## config.mk

```make
export PLATFORM = sky130hd
export DESIGN_NAME = spi_job_sched
export DESIGN_NICKNAME = d
export VERILOG_FILES = /design/src/rtl/spi_job_sched.sv
export SDC_FILE = /design/constraint.sdc
export NUM_CORES = 1
export LEC_CHECK = 0
export ABC_AREA = 1
export BUFFER_PORTS_ARGS = -buffer_cell sky130_fd_sc_hd__buf_2
export CAP_MARGIN = 20
export CORE_MARGIN = 8
export CORE_UTILIZATION = 45
export DETAILED_ROUTE_END_ITERATION = 7
export GPL_TIMING_DRIVEN = 0
export PLACE_DENSITY = 0.74
export SLEW_MARGIN = 20
export SYNTH_ARGS = -nofsm -noshare
export SYNTH_HDL_FRONTEND = slang
export SYNTH_SLANG_ARGS = --single-unit
export TNS_END_PERCENT = 10
```

## constraint.sdc

```tcl
create_clock -name CLK -period 3.15 [get_ports CLK]
set_clock_uncertainty 0.2 [all_clocks]
set_input_delay 0 -clock CLK [delete_from_list [all_inputs] [get_ports CLK]]
set_output_delay 0 -clock CLK [all_outputs]
set_load 0.005 [all_outputs]
```

## src/rtl/spi_job_sched.sv

```systemverilog
// spi_job_sched: job scheduler for the pseudo-SPI output engine.
//
// Descriptors (start address, word count, clock divider) are pushed into a small FIFO and run
// one at a time through the engine. Each job goes IDLE -> LOAD -> RUN -> GAP -> IDLE:
//   LOAD holds BGN low for one cycle with the new descriptor already on the engine inputs,
//   RUN holds BGN high until spi_is_done or the timeout expires, and
//   GAP keeps BGN low for GAP_CYCLES before the next job may be loaded.
// ABORT flushes the queue and, during LOAD/RUN, drops straight into GAP without a pulse.
//
// Ports:
//   CLK, RST_N          clock, asynchronous active-low reset
//   PUSH, PUSH_ADDR,    descriptor enqueue request and payload;
//   PUSH_LEN, PUSH_DIV  accepted when PUSH && PUSH_RDY && !ABORT
//   PUSH_RDY            queue not full (combinational)
//   ABORT               kill current job and flush queue
//   BGN                 engine run (low holds the engine in reset), registered
//   ADDR_BGN, DATA_LEN, descriptor presented to the engine, latched on entry to LOAD
//   FREQ_DIV
//   spi_is_done         engine completion level
//   JOB_DONE            one-cycle pulse, job completed
//   JOB_TIMEOUT         one-cycle pulse, job killed by timeout
//   BUSY                scheduler not idle or queue not empty
//   Q_COUNT             number of queued descriptors
module spi_job_sched #(
   parameter int unsigned MEMORY_ADDR_WIDTH = 9,
   parameter int unsigned RESERVED_DATA_LEN = 8,
   parameter int unsigned QUEUE_DEPTH       = 4,
   parameter int unsigned GAP_CYCLES        = 2,
   parameter int unsigned TIMEOUT_CYCLES    = 4096
) (
   input  logic                             CLK,
   input  logic                             RST_N,
   input  logic                             PUSH,
   input  logic [MEMORY_ADDR_WIDTH-1:0]     PUSH_ADDR,
   input  logic [RESERVED_DATA_LEN-1:0]     PUSH_LEN,
   input  logic [7:0]                       PUSH_DIV,
   output logic                             PUSH_RDY,
   input  logic                             ABORT,
   output logic                             BGN,
   output logic [MEMORY_ADDR_WIDTH-1:0]     ADDR_BGN,
   output logic [RESERVED_DATA_LEN-1:0]     DATA_LEN,
   output logic [7:0]                       FREQ_DIV,
   input  logic                             spi_is_done,
   output logic                             JOB_DONE,
   output logic                             JOB_TIMEOUT,
   output logic                             BUSY,
   output logic [$clog2(QUEUE_DEPTH):0]     Q_COUNT
);

   localparam int unsigned PtrW  = $clog2(QUEUE_DEPTH);
   localparam int unsigned CntW  = PtrW + 1;
   localparam int unsigned DescW = MEMORY_ADDR_WIDTH + RESERVED_DATA_LEN + 8;
   localparam int unsigned GapW  = $clog2(GAP_CYCLES + 1);

   localparam logic [CntW-1:0] Depth   = CntW'(QUEUE_DEPTH);
   localparam logic [CntW-1:0] CntOne  = CntW'(1);
   localparam logic [PtrW-1:0] PtrOne  = PtrW'(1);
   localparam logic [GapW-1:0] GapOne  = GapW'(1);
   localparam logic [GapW-1:0] GapLast = GapW'(GAP_CYCLES - 1);
   localparam logic [15:0]     TmoLast = 16'(TIMEOUT_CYCLES - 1);

   typedef enum logic [1:0] {StIdle, StLoad, StRun, StGap} state_e;

   state_e                         state_q, state_d;
   logic [DescW-1:0]               mem_q [QUEUE_DEPTH];
   logic [PtrW-1:0]                wr_ptr_q, wr_ptr_d;
   logic [PtrW-1:0]                rd_ptr_q, rd_ptr_d;
   logic [CntW-1:0]                count_q, count_d;
   logic [MEMORY_ADDR_WIDTH-1:0]   addr_q, addr_d;
   logic [RESERVED_DATA_LEN-1:0]   len_q, len_d;
   logic [7:0]                     div_q, div_d;
   logic [15:0]                    tmo_q, tmo_d;
   logic [GapW-1:0]                gap_q, gap_d;
   logic                           bgn_q, bgn_d;
   logic                           done_q, done_d;
   logic                           tmo_ev_q, tmo_ev_d;

   logic push_acc;
   logic pop;

   assign PUSH_RDY = (count_q < Depth);
   // ABORT wins over both queue operations in the same cycle.
   assign push_acc = PUSH && PUSH_RDY && !ABORT;
   assign pop      = (state_q == StIdle) && (count_q != '0) && !ABORT;

   // Job sequencing and descriptor latch.
   always_comb begin
      state_d  = state_q;
      tmo_d    = tmo_q;
      gap_d    = gap_q;
      done_d   = 1'b0;
      tmo_ev_d = 1'b0;
      addr_d   = addr_q;
      len_d    = len_q;
      div_d    = div_q;
      unique case (state_q)
         StIdle: begin
            if (pop) begin
               state_d                 = StLoad;
               {addr_d, len_d, div_d}  = mem_q[rd_ptr_q];
            end
         end
         StLoad: begin
            if (ABORT) begin
               state_d = StGap;
               gap_d   = '0;
            end else begin
               state_d = StRun;
               tmo_d   = '0;
            end
         end
         StRun: begin
            if (ABORT) begin
               state_d = StGap;
               gap_d   = '0;
            end else if (spi_is_done) begin
               done_d  = 1'b1;
               state_d = StGap;
               gap_d   = '0;
            end else if (tmo_q == TmoLast) begin
               tmo_ev_d = 1'b1;
               state_d  = StGap;
               gap_d    = '0;
            end else begin
               tmo_d = tmo_q + 16'd1;
            end
         end
         StGap: begin
            if (gap_q == GapLast) begin
               state_d = StIdle;
            end else begin
               gap_d = gap_q + GapOne;
            end
         end
         default: state_d = StIdle;
      endcase
      // Registered so BGN is high exactly while the state register holds RUN.
      bgn_d = (state_d == StRun);
   end

   // Queue pointers and occupancy.
   always_comb begin
      wr_ptr_d = wr_ptr_q;
      rd_ptr_d = rd_ptr_q;
      count_d  = count_q;
      if (ABORT) begin
         wr_ptr_d = '0;
         rd_ptr_d = '0;
         count_d  = '0;
      end else begin
         if (push_acc) wr_ptr_d = wr_ptr_q + PtrOne;
         if (pop)      rd_ptr_d = rd_ptr_q + PtrOne;
         case ({push_acc, pop})
            2'b10:   count_d = count_q + CntOne;
            2'b01:   count_d = count_q - CntOne;
            default: count_d = count_q;
         endcase
      end
   end

   always_ff @(posedge CLK or negedge RST_N) begin
      if (!RST_N) begin
         state_q  <= StIdle;
         mem_q    <= '{default: '0};
         wr_ptr_q <= '0;
         rd_ptr_q <= '0;
         count_q  <= '0;
         addr_q   <= '0;
         len_q    <= '0;
         div_q    <= '0;
         tmo_q    <= '0;
         gap_q    <= '0;
         bgn_q    <= 1'b0;
         done_q   <= 1'b0;
         tmo_ev_q <= 1'b0;
      end else begin
         state_q  <= state_d;
         wr_ptr_q <= wr_ptr_d;
         rd_ptr_q <= rd_ptr_d;
         count_q  <= count_d;
         addr_q   <= addr_d;
         len_q    <= len_d;
         div_q    <= div_d;
         tmo_q    <= tmo_d;
         gap_q    <= gap_d;
         bgn_q    <= bgn_d;
         done_q   <= done_d;
         tmo_ev_q <= tmo_ev_d;
         if (push_acc) mem_q[wr_ptr_q] <= {PUSH_ADDR, PUSH_LEN, PUSH_DIV};
      end
   end

   assign BGN         = bgn_q;
   assign ADDR_BGN    = addr_q;
   assign DATA_LEN    = len_q;
   assign FREQ_DIV    = div_q;
   assign JOB_DONE    = done_q;
   assign JOB_TIMEOUT = tmo_ev_q;
   assign Q_COUNT     = count_q;
   assign BUSY        = (state_q != StIdle) || (count_q != '0);

endmodule

```

==> results.md, run 1 <==
- Met1 GRT Util: 26.2%
- DR vias: 6165
- RSZ-0062 raised after global routing: false
- Tmin final: 2.04 ns
- Post-DP HPWL: 12100 um
- Yosys warning count: 0
- Hold slack: 0.221 ns
- # setup viols final: 0
- Global route hottest layer: met2
- Cell Rows: 45
- Drt pass-1 iters: 5
- Clock-pin slew on the worst setup and hold paths: 0.07 ns
- Reg2reg path depth: 4
- Crit path DAT: 2.15 ns
- Status: completed
- DR iter-0 viols: 514
- Library cells used by synthesis: 27
- Vias in the first global route: 6039
- Syn_nets: 898
- I/O Pins: 63
- Tot Pwr: 7.55 mW
- Die Ht: 141 um
- Initial core utilization: 46.2%
- Pwr/cell area: 878 nW/um^2
- Num CTS Buffers: 17
- Fin crit share: 64.8%
- HP Start: PUSH_LEN[6]
- CP Max Fanout: 10
- Slew margin rel.: 57.2%
- Met2 Use GR: 29.6%
- Die W: 141 um
- Seq/Total Area, Yosys: 55.0%
- First-pass GRT wire length: 30700 um
- Longest Clk Path Bufs: 2
- Clock root buffer: clkbuf_16
- Worst-Margin Slew: 0.642 ns
- Max Cap Viol: 0
- Post-Route WL: 18000 um
- Reg2reg start: state_q[1]
- Via/cell ratio: 5.15
- Core Util, Final: 56.3%
- Area growth syn-to-layout: 21.9%
- Worst-Skew Late Latency: 0.43 ns
- Startpoint Class: flip-flop
- Antenna cells: 0
- CTS tree: yes
- # DRC: 0
- Critical path class: flip-flop to flip-flop
- Clock tree sinks: 155
- Final hold violations: 0
- Global-route usage over all layers: 19.2%
- Die ar.: 19900 sq um
- Syn Inst Count: 861
- Worst hold-check path type: input port to flip-flop
- Global route total overflow: 0
- Grt met3 use: 3.58%
- Flops & latches, synth: 155
- # port buffers: 61
- Fin nets: 1011
- Antenna violations before repair: 0
- Fin. max-slew vios: 0
- Antenna-violating nets left: 0
- Worst Path Required: 3.26 ns
- Drt wl/cell: 15.0 um
- Largest net degree at the start of global routing: 92
- Worst setup EP type: flip-flop
- Max H-tree Level: 4
- Fillers: 1384
- Crit Reg-Reg Endpoint: JOB_DONE
- Worst Hold Path Cells: 4
- Hold EP: mem_q[39]
- VDD IR max: 0.455 mV
- Synth Cell Area: 7050 sq um
- Reg2Reg Setup Slack: 1.11 ns
- Layout cells sized above 1: 12.7%
- Syn_area_per_cell: 8.19 sq um
- Core area: 15300 sq um
- Maximum clock rate: 490 MHz
- Routability Congestion: 0.868
- Leak: 4.29 nW
==> final cells by class <==
type | count | area (sq um) | share of cell area (%)
inverters | 59 | 221 | 2.58
plain buffers | 44 | 194 | 2.26
flip-flops and latches | 155 | 3880 | 45.1
well taps | 211 | 264 | 3.07
multi-input cells | 603 | 2760 | 32.1
repair buffers | 94 | 681 | 7.92
clock buffers | 19 | 443 | 5.15
clock inverters | 13 | 154 | 1.79
==> cells in the final DEF (no fill, tap or decap), types with 2 or more instances in the layout <==
| master | Yosys | routed |
|---|---|---|
| a21oi_1 | 4 | 4 |
| buf_16 | 0 | 2 |
| buf_2 | 5 | 65 |
| buf_4 | 4 | 4 |
| bufinv_16 | 0 | 2 |
| clkbuf_1 | 33 | 34 |
| clkbuf_16 | 0 | 17 |
| clkinv_4 | 0 | 3 |
| dfrtp_1 | 155 | 155 |
| dlygate4sd3_1 | 0 | 31 |
| ha_1 | 6 | 6 |
| inv_1 | 52 | 52 |
| inv_2 | 7 | 7 |
| inv_6 | 0 | 5 |
| nand2_1 | 262 | 262 |
| nand2_2 | 4 | 4 |
| nand2_4 | 2 | 2 |
| nand3_1 | 31 | 31 |
| nand3b_1 | 2 | 2 |
| nand4_1 | 8 | 8 |
| nor2_1 | 82 | 82 |
| nor2_2 | 5 | 5 |
| nor2_4 | 2 | 2 |
| nor3_1 | 2 | 2 |
| o21ai_0 | 155 | 155 |
| o21ai_1 | 3 | 3 |
| o22ai_1 | 25 | 25 |
| xor2_1 | 7 | 7 |
==> routing by layer <==
metal / wire length, um / vias to the layer above
met5: 0 / -
met4: 385 / 0
met3: 1060 / 30
met2: 8180 / 187
met1: 8410 / 2933
li1: - / 3015
==> synthesized netlist by cell type <==
| library cell | n | area, sq um |
|---|---|---|
| a21oi_1 | 4 | 20.0 |
| buf_1 | 1 | 3.75 |
| buf_2 | 5 | 25.0 |
| buf_4 | 4 | 30.0 |
| buf_6 | 1 | 11.3 |
| clkbuf_1 | 33 | 124 |
| dfrtp_1 | 155 | 3880 |
| fa_1 | 1 | 20.0 |
| ha_1 | 6 | 75.1 |
| inv_1 | 52 | 195 |
| inv_2 | 7 | 26.3 |
| nand2_1 | 262 | 983 |
| nand2_2 | 4 | 25.0 |
| nand2_4 | 2 | 22.5 |
| nand3_1 | 31 | 155 |
| nand3b_1 | 2 | 15.0 |
| nand4_1 | 8 | 50.1 |
| nor2_1 | 82 | 308 |
| nor2_2 | 5 | 31.3 |
| nor2_4 | 2 | 22.5 |
| nor3_1 | 2 | 10.0 |
| o21a_1 | 1 | 7.51 |
| o21ai_0 | 155 | 776 |
| o21ai_1 | 3 | 15.0 |
| o22ai_1 | 25 | 156 |
| or2_2 | 1 | 6.26 |
| xor2_1 | 7 | 61.3 |
==> cell families (layout without fill, tap and decap cells) <==
group	after synthesis	count (layout)	synth area share (%)
AOI/OAI and AO/OA	188	188	13.8
xor gates and xnor gates	7	7	0.869
buffers and inverters	103	229	5.89
and+or+nand+nor	401	401	23.1
DFF	155	155	55.0
adders and majority gates	7	7	1.35
==> timing repair <==
action                    CTS  global route
hold endpoints to repair  278             0
gates resized for setup     0             0
buffers inserted            0             0
hold buffers               32             0
==> how the worst max path moves through the flow <==
stage	start	end	slack (ns)	depth (start not counted)
after detailed placement	rd_ptr_q[0]	DATA_LEN[1]	1.25	7
final	state_q[1]	JOB_DONE	1.11	4
after global placement	RST_N	Q_COUNT[2]	-0.39	1
after global routing	state_q[1]	JOB_DONE	0.99	4
after CTS	state_q[1]	JOB_DONE	1.11	4
after floorplan	Q_COUNT[0]	Q_COUNT[2]	1.42	9
==> where the power goes <==
group	switching, mW	internal (mW)	leakage (nW)	total [mW]
sequential	0.443	2.80	2.01	3.24
clock	0.856	1.21	0.291	2.06
combinational	1.38	0.857	1.99	2.24
==> critical path: stages (launching register included) <==
cell	delay [ns]
dfrtp_1	0.44
nand2_2	0.20
buf_1	0.44
nor3_1	0.08
dlygate4sd3_1	0.57
==> stage by stage <==
step	cell area (sq um)	cells	setup slack (ns)	TNS (ns)
after floorplan	7050	861	1.42	0
after global placement	7620	1133	-0.394	-59.57
after detailed placement	7660	1134	1.25	0
after CTS	8600	1198	1.11	0
after global routing	8600	1198	0.994	0
final	8600	1198	1.11	0
==> state kept, by name (all words and copies together), names as in the netlist <==
| signal | cells |
|---|---|
| DATA_LEN | 8 |
| JOB_TIMEOUT | 1 |
| state_q | 2 |
| mem_q | 100 |
| JOB_DONE | 1 |
| FREQ_DIV | 8 |
| BGN | 1 |
| rd_ptr_q | 2 |
| ADDR_BGN | 9 |
| gap_q | 2 |
| wr_ptr_q | 2 |
| tmo_q | 16 |
| Q_COUNT | 3 |
Power figures use the tool's default switching activity.
==> run 2, diff against run 1 <==
--- a/config.mk
+++ b/config.mk
@@ -5,7 +5,7 @@
 export SDC_FILE = /design/constraint.sdc
 export NUM_CORES = 1
 export LEC_CHECK = 0
-export ABC_AREA = 1
+export ABC_AREA = 0
 export BUFFER_PORTS_ARGS = -buffer_cell sky130_fd_sc_hd__buf_2
 export CAP_MARGIN = 20
 export CORE_MARGIN = 8
==> constraint.sdc (replaced) <==
create_clock -name CLK -period 2 [get_ports CLK]
set_clock_uncertainty 0.2 [all_clocks]
set_input_delay 0 -clock CLK [delete_from_list [all_inputs] [get_ports CLK]]
set_output_delay 0 -clock CLK [all_outputs]
set_load 0.005 [all_outputs]
==> run 2 against run 1 <==
  * Final area up 0.77%
  * Non-clock buffer count down 7
  * Area after synthesis down 2.3%
  * Critical endpoint is now Q_COUNT[2]
  * The flow now finishes with violations (setup timing)
  * Hold slack worse by 0.22 ns
  * Core utilization up 1.1 points
  * Sequential power up 44%
  * Via count down 27%
==> results.md, run 2 <==
- Max FFs per register: 100
- Leak: 3.82 nW
- Slowest-stage cell, CP: dlygate4sd3_1
- Synth Area in Adders: 1.38%
- Synth area leader: dfrtp_1
- Commonest cells in the netlist: dfrtp_1, mux2_2, mux4_2
- Most common cell after layout, fill and taps aside: dfrtp_1
- Syn_nets: 515
- Worst path bufs/invs: 3
- I/O Pins: 63
- Final TNS setup: -1.79 ns
- Antenna cells: 0
- Startpoint Class: input port
- Routability Congestion: 0.801
- Global-route usage over all layers: 15.9%
- Count leader, synth: dfrtp_1
- DR vias: 4486
- Met2 Use GR: 27.2%
- Drt wl/cell: 19.0 um
- DP Worst Slack: -0.644 ns
- CP max stage delay: 0.64 ns
- Seq/Total Area, Yosys: 56.3%
- Die ar.: 19500 sq um
- Worst setup EP type: flip-flop
- Worst-Margin Slew: 0.835 ns
- Clock tree sinks: 155
- Max Cap Viol: 0
- Global route hottest layer: met2
- Synth Area in XOR/XNOR: 0.508%
- Global route total overflow: 0
- VDD IR max: 0.707 mV
- Fillers: 1183
- Max H-tree Level: 4
- Core area: 15100 sq um
- Die W: 140 um
- CP Max Fanout: 8
- Failing checks: setup timing
- First-pass GRT wire length: 24800 um
- Drt pass-1 iters: 4
- # setup viols final: 52
- Cell Rows: 45
- Asr flop ratio synth: 100%
- Crit path DAT: 2.39 ns
- Reg2reg start: Q_COUNT[0]
- Yosys warning count: 0
- Fin. max-slew vios: 0
- Top-area cell type share of the netlist area: 56.3%
- Antenna violations before repair: 0
- Post-Place Cells: 728
- Via/cell ratio: 5.60
- Largest family of logic cells by synthesized area: multiplexers
- Antenna-violating nets left: 0
- Synth Cell Area: 6890 sq um
- Syn Inst Count: 478
- Area growth syn-to-layout: 25.7%
- Top cells by area, synth: dfrtp_1, mux2_2, mux4_2, a21oi_1, ha_1
- Synth Area in Compound Gates: 3.43%
- Clock root buffer: clkbuf_16
- Post-DP HPWL: 9950 um
- RSZ-0062 raised after global routing: true
- Met1 GRT Util: 18.9%
- Fin crit share: 113%
- Worst-Skew Late Latency: 0.42 ns
- Status: complete, but fails checks
- Syn_area_per_cell: 14.4 sq um
- Die Ht: 140 um
- # port buffers: 61
- Tmin final: 2.25 ns
- Layout cells sized above 1: 49.4%
- Final hold violations: 0
- Critical path startpoint: ABORT
- Clock-pin slew on the worst setup and hold paths: 0.06 ns
- Critical path class: input port to flip-flop
- Post-synthesis mux area share: 28.9%
- Slew margin rel.: 43.9%
- Largest net degree at the start of global routing: 86
- Worst setup margin: -0.255 ns
- Family with the most delay on the worst path: buffers and inverters
- Flops & latches, synth: 155
- Number of synthesized flops with an enable pin: 0
- Initial core utilization: 45.7%
- Vias in the first global route: 4858
- DR iter-0 viols: 228
- Maximum clock rate: 444 MHz
- Num CTS Buffers: 17
- Biggest register: mem_q
- Grt met3 use: 4.04%
- Worst Path Required: 2.14 ns
- HP Start: ABORT
- CTS tree: yes
- Longest Clk Path Bufs: 2
- # DRC: 0
- Post-Route WL: 15300 um
- Post-Layout Cell Count: 801
- Worst hold-check path type: input port to flip-flop
- Pwr/cell area: 1150 nW/um^2
- Synth Flop Type: dfrtp_1
- Fin nets: 637
- Crit-path cells: buf_2 -> dlygate4sd3_1 -> buf_1 -> nand2b_1 -> nor2_2 -> fa_2 -> or4_1 -> a31oi_1
- Post-synthesis simple-gate area fraction: 7.41%
- Library cells used by synthesis: 42
- Most frequent cells in the layout: dfrtp_1, mux2_2, buf_2
- Tot Pwr: 9.97 mW
## run 2: cell families after synthesis
family          count (synthesis)
xor+xnor                        4
compound gates                 40
buf+inv                        36
fa+ha+maj                       7
simple gates                   84
flops                         155
mux                           152
## run 2: timing repair
item,4_1_cts,5_1_grt
endpoints found under the setup margin,142,128
setup buffers,2,8
pin swaps,6,7
hold buffers,36,0
gates cloned,0,1
resized for setup,27,36
hold endpoints to repair,276,0
## run 2: path summary, 6_finish.rpt
kind / slack [ns] / depth (start not counted) / endpoint
min in group asynchronous: 0.50 / 3 / tmo_q[1]
setup / recovery: -0.25 / 8 / Q_COUNT[2]
setup reg to reg: -0.22 / 7 / Q_COUNT[2]
max in group asynchronous: 0.19 / 4 / tmo_q[5]
hold / removal: 0.004 / 4 / DATA_LEN[2]
hold reg to reg: 0.30 / 1 / mem_q[26]
## run 2: power breakdown
group	total, mW	internal [mW]	switching, mW
registers	4.68	4.14	0.548
logic	2.31	1.43	0.879
clock network	2.97	1.67	1.30
total	9.97	7.24	2.73
## run 2: per-stage QoR
stage / hold slack (ns) / area, sq um / utilization (%)
CTS: -0.0195 / 8500 / 56.4
detailed placement: -0.153 / 7520 / 49.9
floorplan: -0.496 / 6950 / -
finish: 0.00394 / 8660 / 57.4
global route: 0.00174 / 8660 / 57.4
global placement: 0.0673 / 7490 / 49.6
## run 2: final cells by class
class | instances | area [sq um] | area share [%]
plain buffers | 22 | 185 | 2.14
clock inverters | 11 | 87.6 | 1.01
clock buffers | 21 | 460 | 5.32
repair buffers | 109 | 786 | 9.07
flip-flops and latches | 155 | 3880 | 44.8
multi-input cells | 287 | 3000 | 34.6
well taps | 188 | 235 | 2.72
inverters | 8 | 30.0 | 0.347
## run 2: per-layer routing
| metal | vias up | share of wire [%] |
|---|---|---|
| met5 | - | 0 |
| met4 | 0 | 1.9 |
| met3 | 24 | 3.6 |
| met2 | 103 | 52 |
| met1 | 2335 | 43 |
| li1 | 2024 | - |
## run 2: worst reg2reg max path: cells and delay by family (launching register included)
kind                       cells  cell delay (ns)
and+or+nand+nor                5             0.98
DFF                            1             0.46
adders and majority gates      1             0.34
AOI/OAI and AO/OA              1             0.16
==> run 3, diff against run 2 <==
--- a/config.mk
+++ b/config.mk
@@ -6,10 +6,12 @@
 export NUM_CORES = 1
 export LEC_CHECK = 0
 export ABC_AREA = 0
+export ABC_CLOCK_PERIOD_IN_PS = 2000
 export BUFFER_PORTS_ARGS = -buffer_cell sky130_fd_sc_hd__buf_2
 export CAP_MARGIN = 20
 export CORE_MARGIN = 8
 export CORE_UTILIZATION = 45
+export CTS_BUF_LIST = sky130_fd_sc_hd__clkbuf_8
 export DETAILED_ROUTE_END_ITERATION = 7
 export GPL_TIMING_DRIVEN = 0
 export PLACE_DENSITY = 0.74
==> run 3 against run 2 <==
  * The run still ends with setup timing left
  * Cell count stayed put
  * Routed wire length is 1.5% lower
  * Total power is 7.5% lower
  * Global-route usage is 0.19 points lower
  * Critical path type is now flip-flop to flip-flop
  * Largest cell class unchanged
==> results.md, run 3 (synthesized netlist as in run 2, its figures left out) <==
- CP max stage delay: 0.52 ns
- Antenna violations before repair: 0
- Tmin final: 2.24 ns
- First-pass GRT wire length: 24500 um
- Clock-pin slew on the worst setup and hold paths: 0.09 ns
- Post-DP HPWL: 9950 um
- Leak: 3.74 nW
- Crit Reg-Reg Endpoint: Q_COUNT[2]
- Layout cells sized above 1: 49.6%
- Hold slack: 0.00806 ns
- Tot Pwr: 9.22 mW
- Fin nets: 637
- Reg2Reg Setup Slack: -0.24 ns
- Area growth syn-to-layout: 23.2%
- Clock tree sinks: 155
- Pwr/cell area: 1090 nW/um^2
- Flip-flop and latch area: 3880 sq um
- Reg2reg path depth: 8
- CTS tree: yes
- Die Ht: 140 um
- # setup viols final: 17
- Worst-Margin Slew: 0.842 ns
- Global route hottest layer: met2
- Reg2reg start: Q_COUNT[2]
- Fin. max-slew vios: 0
- Die W: 140 um
- Core Util, Final: 56.3%
- Grt met3 use: 3.69%
- DR iter-0 viols: 281
- # port buffers: 61
- Worst-Skew Late Latency: 0.45 ns
- Failing checks: setup timing
- Post-Layout Cell Count: 801
- Die ar.: 19500 sq um
- CP most frequent cell: nor3_4
- Slew margin rel.: 43.4%
- Most frequent cells in the layout: dfrtp_1, mux2_2, buf_2
- HP Start: ABORT
- Startpoint Class: flip-flop
- Crit-path cells: buf_8 -> nor3_4 -> nor3_4 -> nand2b_1 -> nor2_2 -> fa_2 -> or4_1 -> a31oi_1
- RSZ-0062 raised after global routing: true
- Core area: 15100 sq um
- Largest net degree at the start of global routing: 86
- Fillers: 1202
- Met1 GRT Util: 18.8%
- Critical path class: flip-flop to flip-flop
- CP Max Fanout: 9
- Hold EP: mem_q[27]
- Longest Clk Path Bufs: 2
- Maximum clock rate: 447 MHz
- Slowest-stage cell, CP: or4_1
- Drt wl/cell: 18.8 um
- Most common cell after layout, fill and taps aside: dfrtp_1
- Biggest register: mem_q
- Final hold violations: 0
- Crit path DAT: 2.41 ns
- Fin crit share: 112%
- Post-Place Cells: 728
- Global-route usage over all layers: 15.7%
- Max FFs per register: 100
- Max H-tree Level: 4
- Drt pass-1 iters: 4
- Routability Congestion: 0.801
- Cell Rows: 45
- Global route total overflow: 0
- Status: complete, but fails checks
- Num CTS Buffers: 17
- Clock root buffer: clkbuf_8
- Max Cap Viol: 0
- Worst setup margin: -0.236 ns
- Worst hold-check path type: input port to flip-flop
- Antenna-violating nets left: 0
- Initial core utilization: 45.7%
- Via/cell ratio: 5.54
- I/O Pins: 63
- Worst Path Required: 2.17 ns
- VDD IR max: 0.631 mV
- Post-Route WL: 15000 um
- Multi-input gate area: 3010 sq um
- Antenna cells: 0
- # DRC: 0
- DP Worst Slack: -0.644 ns
- Vias in the first global route: 4739
- Met2 Use GR: 27.4%
- Worst Hold Path Cells: 4
- DR vias: 4438
- Worst setup EP type: flip-flop
## run 3: stage by stage
stage	area [sq um]	TNS [ns]
floorplan	6950	-4.78
global placement	7490	-257.31
detailed placement	7520	-51.79
CTS	8300	-5.57
global route	8490	-3.91
finish	8490	-1.59
## run 3: routing by layer
layer  up-vias  wire length, um
met3        21              428
met1      2330             6450
met5         -                0
met4         0              218
li1       2019                -
met2        68             7930
## run 3: what timing repair did
action	4_1_cts	5_1_grt
setup buffers	3	10
hold endpoints to repair	281	0
pin swaps	6	5
setup endpoints to repair	143	128
resized for setup	28	39
hold buffers	34	0
## run 3: report_power, final
part / total (mW) / switching (mW) / internal (mW) / leakage, nW
logic: 2.40 / 0.907 / 1.49 / 1.58
registers: 4.70 / 0.548 / 4.15 / 1.98
clock network: 2.12 / 1.19 / 0.930 / 0.178
total: 9.22 / 2.64 / 6.57 / 3.74
## run 3: worst max-delay path: cells and delay by family (launching register included)
family / cells / cell delay, ns
AND/OR/NAND/NOR: 5 / 0.89
flip-flops: 1 / 0.41
adder cells (fa/ha/maj): 1 / 0.34
AO/OA/AOI/OAI: 1 / 0.16
buffers and inverters: 1 / 0.15
## run 3: area by class of cell
class | count | share of cell area [%]
repair buffers | 109 | 9.22
flip-flops and latches | 155 | 45.7
multi-input cells | 287 | 35.5
clock buffers | 19 | 3.08
inverters | 8 | 0.354
clock inverters | 13 | 1.12
well taps | 188 | 2.77
plain buffers | 22 | 2.31
## run 3: worst max-delay path by stage
| stage | slack [ns] | cells past startpoint | end | start |
|---|---|---|---|---|
| final | -0.24 | 8 | Q_COUNT[2] | Q_COUNT[2] |
| after global routing | -0.35 | 8 | Q_COUNT[2] | Q_COUNT[2] |
| after CTS | -0.22 | 8 | Q_COUNT[2] | Q_COUNT[2] |
| after detailed placement | -0.64 | 6 | mem_q[86] | Q_COUNT[2] |
| after global placement | -1.61 | 1 | Q_COUNT[0] | RST_N |
| after floorplan | -0.12 | 6 | mem_q[15] | Q_COUNT[2] |
